### src/rtl/sim_lcd_sequencer.sv
// sim_lcd_sequencer: enables a SIM read, waits for Hecho or timeout, then shows
// the two stored phonebook contacts on a two-line LCD, one at a time. A
// debounced pushbutton or an idle dwell timer switches between contacts.
//
// LCD handshake: LCD_Req is a level request. While it is high, DatoW and
// LCD_Linea hold the line to write and stay stable until the edge that samples
// LCD_Ack=1. That edge consumes the current line. If another line follows
// (L0 -> L1), LCD_Req stays high and DatoW/LCD_Linea change at that same edge.
// LCD_Ack is ignored whenever LCD_Req is low.
module sim_lcd_sequencer #(
    parameter int TIMEOUT_CYCLES  = 50_000_000,
    parameter int DWELL_CYCLES    = 150_000_000,
    parameter int DEBOUNCE_CYCLES = 500_000
) (
    input  logic       CLK,
    input  logic       Reset,
    input  logic       Start,
    input  logic       Boton,
    output logic       Habilitar,
    input  logic       Hecho,
    output logic [1:0] DatoW,
    output logic       LCD_Req,
    output logic       LCD_Linea,
    input  logic       LCD_Ack,
    output logic       Error,
    output logic [2:0] Estado
);

    localparam logic [2:0] S_IDLE  = 3'd0;
    localparam logic [2:0] S_LEER  = 3'd1;
    localparam logic [2:0] S_L0    = 3'd2;
    localparam logic [2:0] S_L1    = 3'd3;
    localparam logic [2:0] S_PAUSA = 3'd4;
    localparam logic [2:0] S_ERROR = 3'd5;

    localparam int TO_W = (TIMEOUT_CYCLES  > 1) ? $clog2(TIMEOUT_CYCLES)  : 1;
    localparam int DW_W = (DWELL_CYCLES    > 1) ? $clog2(DWELL_CYCLES)    : 1;
    localparam int DB_W = (DEBOUNCE_CYCLES > 1) ? $clog2(DEBOUNCE_CYCLES) : 1;

    localparam logic [TO_W-1:0] TO_LAST = TO_W'((TIMEOUT_CYCLES  > 0) ? TIMEOUT_CYCLES  - 1 : 0);
    localparam logic [DW_W-1:0] DW_LAST = DW_W'((DWELL_CYCLES    > 0) ? DWELL_CYCLES    - 1 : 0);
    localparam logic [DB_W-1:0] DB_LAST = DB_W'((DEBOUNCE_CYCLES > 0) ? DEBOUNCE_CYCLES - 1 : 0);
    localparam logic            DW_ON   = (DWELL_CYCLES != 0);

    logic [2:0]      state, state_n;
    logic            contact, contact_n;
    logic            pend, pend_n;
    logic [TO_W-1:0] to_cnt;
    logic [DW_W-1:0] dw_cnt;
    logic [DB_W-1:0] db_cnt;
    logic            btn_s1, btn_s2, db_level, db_prev;
    logic            press, to_hit, dw_hit;

    assign press  = db_level & ~db_prev;
    assign to_hit = (to_cnt == TO_LAST);
    assign dw_hit = DW_ON && (dw_cnt == DW_LAST);
    assign Estado = state;

    // Synchronize the raw button, then accept a new level only after
    // DEBOUNCE_CYCLES consecutive samples that differ from the current one.
    always_ff @(posedge CLK or negedge Reset) begin
        if (!Reset) begin
            btn_s1   <= 1'b0;
            btn_s2   <= 1'b0;
            db_cnt   <= '0;
            db_level <= 1'b0;
            db_prev  <= 1'b0;
        end else begin
            btn_s1  <= Boton;
            btn_s2  <= btn_s1;
            db_prev <= db_level;
            if (btn_s2 != db_level) begin
                if (db_cnt == DB_LAST) begin
                    db_level <= btn_s2;
                    db_cnt   <= '0;
                end else begin
                    db_cnt <= db_cnt + 1'b1;
                end
            end else begin
                db_cnt <= '0;
            end
        end
    end

    // Next-state, contact index and pending-press decisions.
    always_comb begin
        state_n   = state;
        contact_n = contact;
        pend_n    = pend;
        case (state)
            S_IDLE: begin
                contact_n = 1'b0;
                pend_n    = 1'b0;
                if (Start) state_n = S_LEER;
            end
            S_LEER: begin
                contact_n = 1'b0;
                pend_n    = 1'b0;
                if (Hecho)       state_n = S_L0;
                else if (to_hit) state_n = S_ERROR;
            end
            S_L0: begin
                if (press)   pend_n  = 1'b1;
                if (LCD_Ack) state_n = S_L1;
            end
            S_L1: begin
                if (press)   pend_n  = 1'b1;
                if (LCD_Ack) state_n = S_PAUSA;
            end
            S_PAUSA: begin
                // A re-read request wins; otherwise any advance cause (held
                // press, fresh press, dwell expiry) yields one single advance.
                if (Start) begin
                    state_n   = S_LEER;
                    contact_n = 1'b0;
                    pend_n    = 1'b0;
                end else if (pend || press || dw_hit) begin
                    state_n   = S_L0;
                    contact_n = ~contact;
                    pend_n    = 1'b0;
                end
            end
            S_ERROR: begin
                if (Start) begin
                    state_n   = S_LEER;
                    contact_n = 1'b0;
                    pend_n    = 1'b0;
                end
            end
            default: begin
                state_n   = S_IDLE;
                contact_n = 1'b0;
                pend_n    = 1'b0;
            end
        endcase
    end

    // State, contact, pending flag and the two per-state counters; each
    // counter restarts from zero whenever its state is (re)entered.
    always_ff @(posedge CLK or negedge Reset) begin
        if (!Reset) begin
            state   <= S_IDLE;
            contact <= 1'b0;
            pend    <= 1'b0;
            to_cnt  <= '0;
            dw_cnt  <= '0;
        end else begin
            state   <= state_n;
            contact <= contact_n;
            pend    <= pend_n;
            to_cnt  <= (state == S_LEER  && state_n == S_LEER)  ? to_cnt + 1'b1 : '0;
            dw_cnt  <= (state == S_PAUSA && state_n == S_PAUSA) ? dw_cnt + 1'b1 : '0;
        end
    end

    // Registered outputs decoded from the next state so they line up with Estado.
    always_ff @(posedge CLK or negedge Reset) begin
        if (!Reset) begin
            Habilitar <= 1'b0;
            LCD_Req   <= 1'b0;
            LCD_Linea <= 1'b0;
            DatoW     <= 2'b00;
            Error     <= 1'b0;
        end else begin
            Habilitar <= (state_n == S_LEER);
            LCD_Req   <= (state_n == S_L0) || (state_n == S_L1);
            LCD_Linea <= (state_n == S_L1);
            Error     <= (state_n == S_ERROR);
            case (state_n)
                S_L0:    DatoW <= {contact_n, 1'b0};
                S_L1:    DatoW <= {contact_n, 1'b1};
                default: DatoW <= 2'b00;
            endcase
        end
    end

endmodule

### config.mk
export PLATFORM = sky130hd
export DESIGN_NAME = sim_lcd_sequencer
export DESIGN_NICKNAME = d
export VERILOG_FILES = /design/src/rtl/sim_lcd_sequencer.sv
export SDC_FILE = /design/constraint.sdc
export NUM_CORES = 1
export LEC_CHECK = 0
export ABC_AREA = 1
export CORE_MARGIN = 5
export CORE_UTILIZATION = 30
export DETAILED_ROUTE_END_ITERATION = 10
export GPL_TIMING_DRIVEN = 0
export HOLD_SLACK_MARGIN = 0.02
export MAX_ROUTING_LAYER = met4
export PLACE_DENSITY = 0.49
export SLEW_MARGIN = 20
export SYNTH_ARGS = -nofsm -noshare
export SYNTH_HDL_FRONTEND = slang
export SYNTH_SLANG_ARGS = --single-unit
### constraint.sdc
create_clock -name CLK -period 2.7 [get_ports CLK]
set_clock_uncertainty 0.2 [all_clocks]
set_input_delay 0.54 -clock CLK [delete_from_list [all_inputs] [get_ports CLK]]
set_output_delay 0.54 -clock CLK [all_outputs]
set_load 0.01 [all_outputs]
==> results.py, run 1 <==
metrics = {
    "yosys": {
        "synth_top_area_share": 0.4567,
        "synth_nets": 604,
        "async_flop_share": 1.000,
        "yosysTopAreaCell": "dfrtp_1",
        "synth.most_common_cell": "nor2_1",
        "ys_seq_area_frac": 0.4567,
        "syn-mean-instance-area_um2": 8.039,
        "synth_edf_count": 0,
        "synth_cells": 593,
        "yosysWarnings": 0,
        "synth_area_um2": 4767,
        "synth_flop_cell": "dfrtp_1",
        "ys_types": 33,
        "ys_seq_elements": 87,
        "synth_common_cells": "nor2_1 (122), nand2_1 (93), dfrtp_1 (87)",
        "synth_area_leaders": "dfrtp_1 (46%), nor2_1 (9.6%), nand2_1 (7.3%)",
    },
    "final_layout": {
        "multi_input_area_um2": 2248,
        "diodes": 0,
        "layout.nets": 631,
        "areaGrowthSynthToFinish_pct": 15.56,
        "fillers": 1657,
        "register_area_um2": 2177,
        "drive_above_1_share": 0.08160,
    },
    "sta": {
        "tns_ps": 0,
        "tightest_slew_ps": 728.2,
        "slew_viol_final": 0,
        "setup_viol": 0,
        "hold_viol": 0,
        "rsz0062_at_grt": "false",
        "finalCriticalPeriod_ps": 2313,
        "relSlewSlack": 0.5122,
        "fin_crit_sh": 0.8566,
        "hold_ws_ps": 151.2,
        "fmax_ghz": 0.4324,
    },
    "grt": {
        "grt_max_degree": 70,
        "grt_pass1_wl_um": 17680,
        "first_global_vias": 3749,
        "antenna_found_initial": 0,
        "overflow": 0,
        "grt_usage": 0.1225,
    },
    "setup_path": {
        "crit_arrival_ps": 2380,
        "critical-path-max-stage-delay_ps": 580,
        "crit_path_start_kind": "flop",
        "worstPathMaxFanout": 8,
        "crit_required_ps": 2760,
        "criticalPathCategory": "flop to flop",
        "cp_top_family": "compound AO/OA/AOI/OAI gates",
        "crit_chain": "ha_1, nand3_1, nor2_2, a31oi_1, inv_1, nor3_1",
        "critPathCaptureType": "flop",
        "crit_start": "db_cnt[0]",
        "critical_path_buf_inv_count": 1,
        "cp_slowest_cell": "a31oi_1",
        "reg2reg_from": "db_cnt[0]",
    },
    "placement": {
        "dpl.hpwl_um": 7585,
        "numPortBuffers": 14,
        "gp_congestion": 0.8449,
    },
    "min_path": {
        "hold_path.class": "flop to flop",
        "min_from": "btn_s1",
    },
    "clocking": {
        "cts_sinks": 87,
        "cts_resized": 0,
        "clk_latency_ps": 350,
        "clock_path_buffers": 2,
        "clk_root_buffer_cell": "clkbuf_16",
        "h-tree-depth": 3,
        "cts_made_buffers": 9,
        "path_clk_slew_ps": 60,
        "cts_tree": "yes",
    },
    "drt": {
        "antenna_left": 0,
        "drcViolationCount": 0,
        "vias_per_cell": 4.549,
        "drt-pass1-iter-count": 4,
        "wl_per_cell_um": 12.15,
        "routed-via-count": 3826,
        "drt_wl_total_um": 10220,
        "first_iter_violations": 266,
    },
    "power": {
        "ir_drop_mv": 0.3147,
        "p_leak_nw": 2.212,
        "power_density_nw_per_um2": 587.4,
    },
    "die": {
        "io_pins": 15,
        "dieWidth_um": 136.1,
        "die_y_um": 136.1,
        "core-area_um2": 15710,
        "rows": 46,
        "start_util": 0.3034,
        "dieArea_um2": 18510,
    },
    "run_status": {
        "status": "complete, no violations",
    },
    "flow_run": {
        "max_cap_violations": 0,
    },
}
==> power by group <==
part           switching [mW]  internal, mW
Clock                   0.508         0.742
Combinational           0.350         0.221
Sequential             0.0562          1.36
Total                   0.914          2.32
==> metrics by stage <==
stage | std cells | power [mW] | setup WS [ps] | utilization | area, um^2
2_1_floorplan | 593 | 1.793 | 811.6 | - | 4767
3_3_place_gp | 823 | 2.007 | -2421 | 0.3295 | 5177
3_5_place_dp | 824 | 2.020 | 207.3 | 0.3313 | 5206
4_1_cts | 841 | 3.298 | 347.7 | 0.3506 | 5509
5_1_grt | 841 | 3.409 | 169.8 | 0.3506 | 5509
6_report | 841 | 3.236 | 387.2 | 0.3506 | 5509
==> cell type report <==
type	instances	area share
tap	216	0.04906
clock buffer	13	0.04542
buffer	5	0.009539
inverter	77	0.05246
multi-input combinational	424	0.4081
timing repair buffer	16	0.03248
sequential	87	0.3952
clock inverter	3	0.007722
==> cell usage in the layout (no fill, tap or decap), types with 11 or more instances in the layout <==
master,instances
nor3_1,22
dfrtp_1,87
xnor2_1,12
a21oi_1,13
xor2_1,38
nand2_1,93
nand4_1,28
o21ai_0,11
nor2_1,122
inv_1,74
clkdlybuf4s50_1,13
nand3_1,35
==> timing repair <==
item / CTS / global route
hold endpoints to repair: 18 / 0
buffers inserted: 0 / 0
hold buffers: 1 / 0
==> worst reg2reg max path, delay by kind of cell, from the launching register on <==
kind                     cells  cell delay [ps]
buffers and inverters        1              280
AO/OA/AOI/OAI                1              580
AND/OR/NAND/NOR              3              490
adder cells (fa/ha/maj)      1              260
flip-flops                   1              410
==> per-layer routing <==
layer  global-route usage  up-vias  part of all wire
met3              0.01776       14             0.024
met4              0.06215        0             0.023
li1                     -     1948                 -
met2               0.1835       47              0.45
met5                    -        -                 0
met1               0.1617     1817              0.50
==> worst paths after layout <==
check	end	slack (ps)	depth (start not counted)
setup / recovery	db_cnt[14]	390	6
setup reg to reg	db_cnt[14]	390	6
hold reg to reg	btn_s2	150	0
hold / removal	btn_s2	150	0
max in group asynchronous	db_cnt[8]	1290	3
min in group asynchronous	LCD_Req	410	2
==> sequential cells by signal (all words and copies together) (netlist names) <==
| register | cells |
|---|---|
| dw_cnt | 28 |
| to_cnt | 26 |
| db_cnt | 19 |
| Estado | 3 |
| DatoW | 2 |
| Error | 1 |
| Habilitar | 1 |
| LCD_Req | 1 |
| btn_s1 | 1 |
| btn_s2 | 1 |
| contact | 1 |
| db_level | 1 |
| db_prev | 1 |
| pend | 1 |
==> kinds of logic after synthesis <==
family,synth area share
and+or+nand+nor,0.3344
DFF,0.4567
buffers and inverters,0.07165
xor gates and xnor gates,0.09186
AOI/OAI and AO/OA,0.02992
adders and majority gates,0.01312
muxes,0.002362
No activity file was read; power rests on OpenSTA's default activity.
==> inputs of run 2 (changes only) <==
Settings changed: TNS_END_PERCENT from default to 10.
==> results of run 2 <==
Final layout, timing and power as in run 1 (identical DEF).
==> inputs of run 3 (changes only) <==
Settings changed: ABC_AREA 1 to default.
==> run 3 against run 2 <==
Net effect:
- via count down 20%
- critical endpoint is now dw_cnt[14]
- combinational power down 7.7%
- cell count is 22% lower
- highest routed layer unchanged
- maximum frequency fell by 6.6%
- register-to-register slack worse by 160 ps
- setup slack worse by 160 ps
- clock power down 6%
- largest power group unchanged
- critical path depth grew 2
- hold slack better by 0.80 ps
- sequential cell count unchanged
- non-clock buffer count rose by 11
- die area fell by 9.7%
==> results.py, run 3 <==
metrics = {
    "power": {
        "p_int_mw": 2.267,
        "pwr-share-clk": 0.378,
        "ir_drop_mv": 0.2786,
        "swShare": 0.2719,
        "seqPwrFrac": 0.453,
        "power_density_nw_per_um2": 625.6,
        "combPwrFrac": 0.169,
        "switchingPower_uw": 846.4,
        "p_leak_nw": 1.909,
    },
    "yosys": {
        "ys_seq_area_frac": 0.5101,
        "synth_nets": 451,
        "yosysWarnings": 0,
        "ys_seq_elements": 87,
        "synth_top_area_share": 0.5101,
        "ys_types": 40,
        "synth_cells": 440,
        "synth_common_cells": "nor2_1 (92), dfrtp_1 (87), xnor2_1 (39)",
        "syn-mean-instance-area_um2": 9.700,
        "async_flop_share": 1.000,
        "synth_area_um2": 4268,
        "synth_area_leaders": "dfrtp_1 (51%), nor2_1 (8.1%), xnor2_1 (8.0%)",
        "synth.most_common_cell": "nor2_1",
        "synth_edf_count": 0,
        "yosysTopAreaCell": "dfrtp_1",
        "synth_flop_cell": "dfrtp_1",
    },
    "placement": {
        "numPortBuffers": 14,
        "gp_congestion": 0.7764,
        "dpl.hpwl_um": 5770,
        "placed_area_um2": 4662,
    },
    "die": {
        "dieWidth_um": 129.3,
        "die_y_um": 129.3,
        "io_pins": 15,
        "dieArea_um2": 16710,
        "core-area_um2": 13930,
        "start_util": 0.3063,
        "rows": 43,
    },
    "sta": {
        "hold_viol": 0,
        "fin_crit_sh": 0.9172,
        "rsz0062_at_grt": "false",
        "hold_ws_ps": 152.0,
        "relSlewSlack": 0.6239,
        "fmax_ghz": 0.4038,
        "tightest_slew_ps": 561.1,
        "setup_viol": 0,
        "slew_viol_final": 0,
        "finalCriticalPeriod_ps": 2476,
    },
    "grt": {
        "grt_pass1_wl_um": 15160,
        "overflow": 0,
        "antenna_found_initial": 0,
        "grt_usage": 0.1153,
        "first_global_vias": 3193,
        "grt_max_degree": 65,
    },
    "drt": {
        "vias_per_cell": 4.721,
        "wl_per_cell_um": 12.79,
        "drt-pass1-iter-count": 4,
        "antenna_left": 0,
        "first_iter_violations": 220,
        "drcViolationCount": 0,
        "drt_wl_total_um": 8341,
        "routed-via-count": 3078,
    },
    "final_layout": {
        "top_register": "dw_cnt",
        "stdcell_area_um2": 4976,
        "layout.nets": 478,
        "areaGrowthSynthToFinish_pct": 16.59,
        "diodes": 0,
        "mostFrequentLayoutCell": "nor2_1",
        "register_area_um2": 2177,
        "reg.largest.list": "dw_cnt (28), to_cnt (26), db_cnt (19)",
        "fillers": 1371,
        "largest_reg_flops": 28,
        "multi_input_area_um2": 1987,
        "drive_above_1_share": 0.08475,
        "final_cell_mix": "nor2_1 (92), dfrtp_1 (87), xnor2_1 (39), xor2_1 (29), nand2_1 (28)",
        "final_util": 0.3571,
    },
    "clocking": {
        "path_clk_slew_ps": 60,
        "cts_tree": "yes",
        "clk_latency_ps": 340,
        "cts_setup_buffers": 0,
        "h-tree-depth": 3,
        "clock_path_buffers": 2,
        "clk_root_buffer_cell": "clkbuf_16",
        "cts_sinks": 87,
        "cts_made_buffers": 9,
    },
    "setup_path": {
        "reg2reg_from": "dw_cnt[0]",
        "rr_endpoint": "dw_cnt[14]",
        "crit_path_start_kind": "flop",
        "crit_chain": "ha_1, nand3_1, nor4_1, and2_2, or4_1, buf_4, buf_4, nor2_1",
        "criticalPathCategory": "flop to flop",
        "cp_slowest_cell": "or4_1",
        "cp_common_cell": "buf_4",
        "rrSetupSlack_ps": 220,
        "critPathCaptureType": "flop",
        "worst_r2r_path_depth": 8,
        "crit_required_ps": 2770,
        "crit_arrival_ps": 2540,
        "critical-path-max-stage-delay_ps": 510,
        "worstPathMaxFanout": 10,
    },
    "run_status": {
        "status": "complete, no violations",
    },
    "min_path": {
        "hold_path_end": "btn_s2",
        "min_path_cells": 0,
        "min_from": "btn_s1",
        "hold_path.class": "flop to flop",
    },
    "flow_run": {
        "max_cap_violations": 0,
    },
}
[run 3: repair_timing]
action	in CTS	in global routing
endpoints found under the hold margin	23	0
endpoints found under the setup margin	10	20
pin swaps	0	0
hold buffers	1	0
resized for setup	1	4
[run 3: final cells by class]
cell class	count	area share
Sequential cell	87	0.4375
Multi-Input combinational cell	326	0.3993
Clock buffer	11	0.05079
Tap cell	180	0.04526
Timing Repair Buffer	16	0.03596
Buffer	16	0.01634
Inverter	11	0.008298
Clock inverter	5	0.006538
[run 3: cells by family (layout without fill, tap and decap cells)]
group	after synthesis	count (layout)	share of synthesized area
AO/OA/AOI/OAI	13	13	0.01994
XOR/XNOR	68	68	0.1395
adder cells (fa/ha/maj)	5	5	0.01466
buffers and inverters	27	59	0.02844
flip-flops	87	87	0.5101
multiplexers	3	3	0.007622
AND/OR/NAND/NOR	237	237	0.2797
[run 3: power by group through the flow]
| stage | clock (mW) | sequential, mW | combinational [mW] |
|---|---|---|---|
| 3_3_place_gp | 0 | 1.43 | 0.532 |
| 4_1_cts | 1.21 | 1.41 | 0.537 |
| 3_5_place_dp | 0 | 1.43 | 0.532 |
| 5_1_grt | 1.27 | 1.42 | 0.597 |
| 6_report | 1.18 | 1.41 | 0.527 |
| 2_1_floorplan | 0 | 1.44 | 0.293 |
[run 3: how the worst max path moves through the flow]
| stage | slack [ps] | end | cells after the start | from |
|---|---|---|---|---|
| after floorplan | 480 | dw_cnt[9] | 8 | dw_cnt[0] |
| after global placement | -2440 | dw_cnt[20] | 1 | Reset |
| after detailed placement | -240 | to_cnt[19] | 8 | Hecho |
| after CTS | 50 | to_cnt[19] | 8 | to_cnt[0] |
| after global routing | 20 | dw_cnt[22] | 8 | dw_cnt[0] |
| final | 220 | dw_cnt[14] | 8 | dw_cnt[0] |
[run 3: metal layers]
| layer | GRT usage | vias up | routed length [um] |
|---|---|---|---|
| met5 | - | - | 0 |
| met2 | 0.1762 | 40 | 3799 |
| met1 | 0.1495 | 1488 | 4082 |
| met4 | 0.05250 | 0 | 194 |
| met3 | 0.02061 | 13 | 264 |
| li1 | - | 1537 | - |
[run 3: worst max-delay path: cells and delay by family (launching register included)]
family	cells	cell delay [ps]
DFF	1	410
buffers and inverters	2	370
and+or+nand+nor	5	1190
adders and majority gates	1	230
[run 3: metrics by stage]
stage / TNS, ps / power (mW) / cells / worst slack (ps)
finish: 0 / 3.113 / 652 / 223.5
floorplan: 0 / 1.737 / 440 / 476.3
global placement: -213670 / 1.966 / 634 / -2436
detailed placement: -2309 / 1.966 / 635 / -241.4
global route: 0 / 3.284 / 652 / 20.46
CTS: 0 / 3.161 / 652 / 46.97
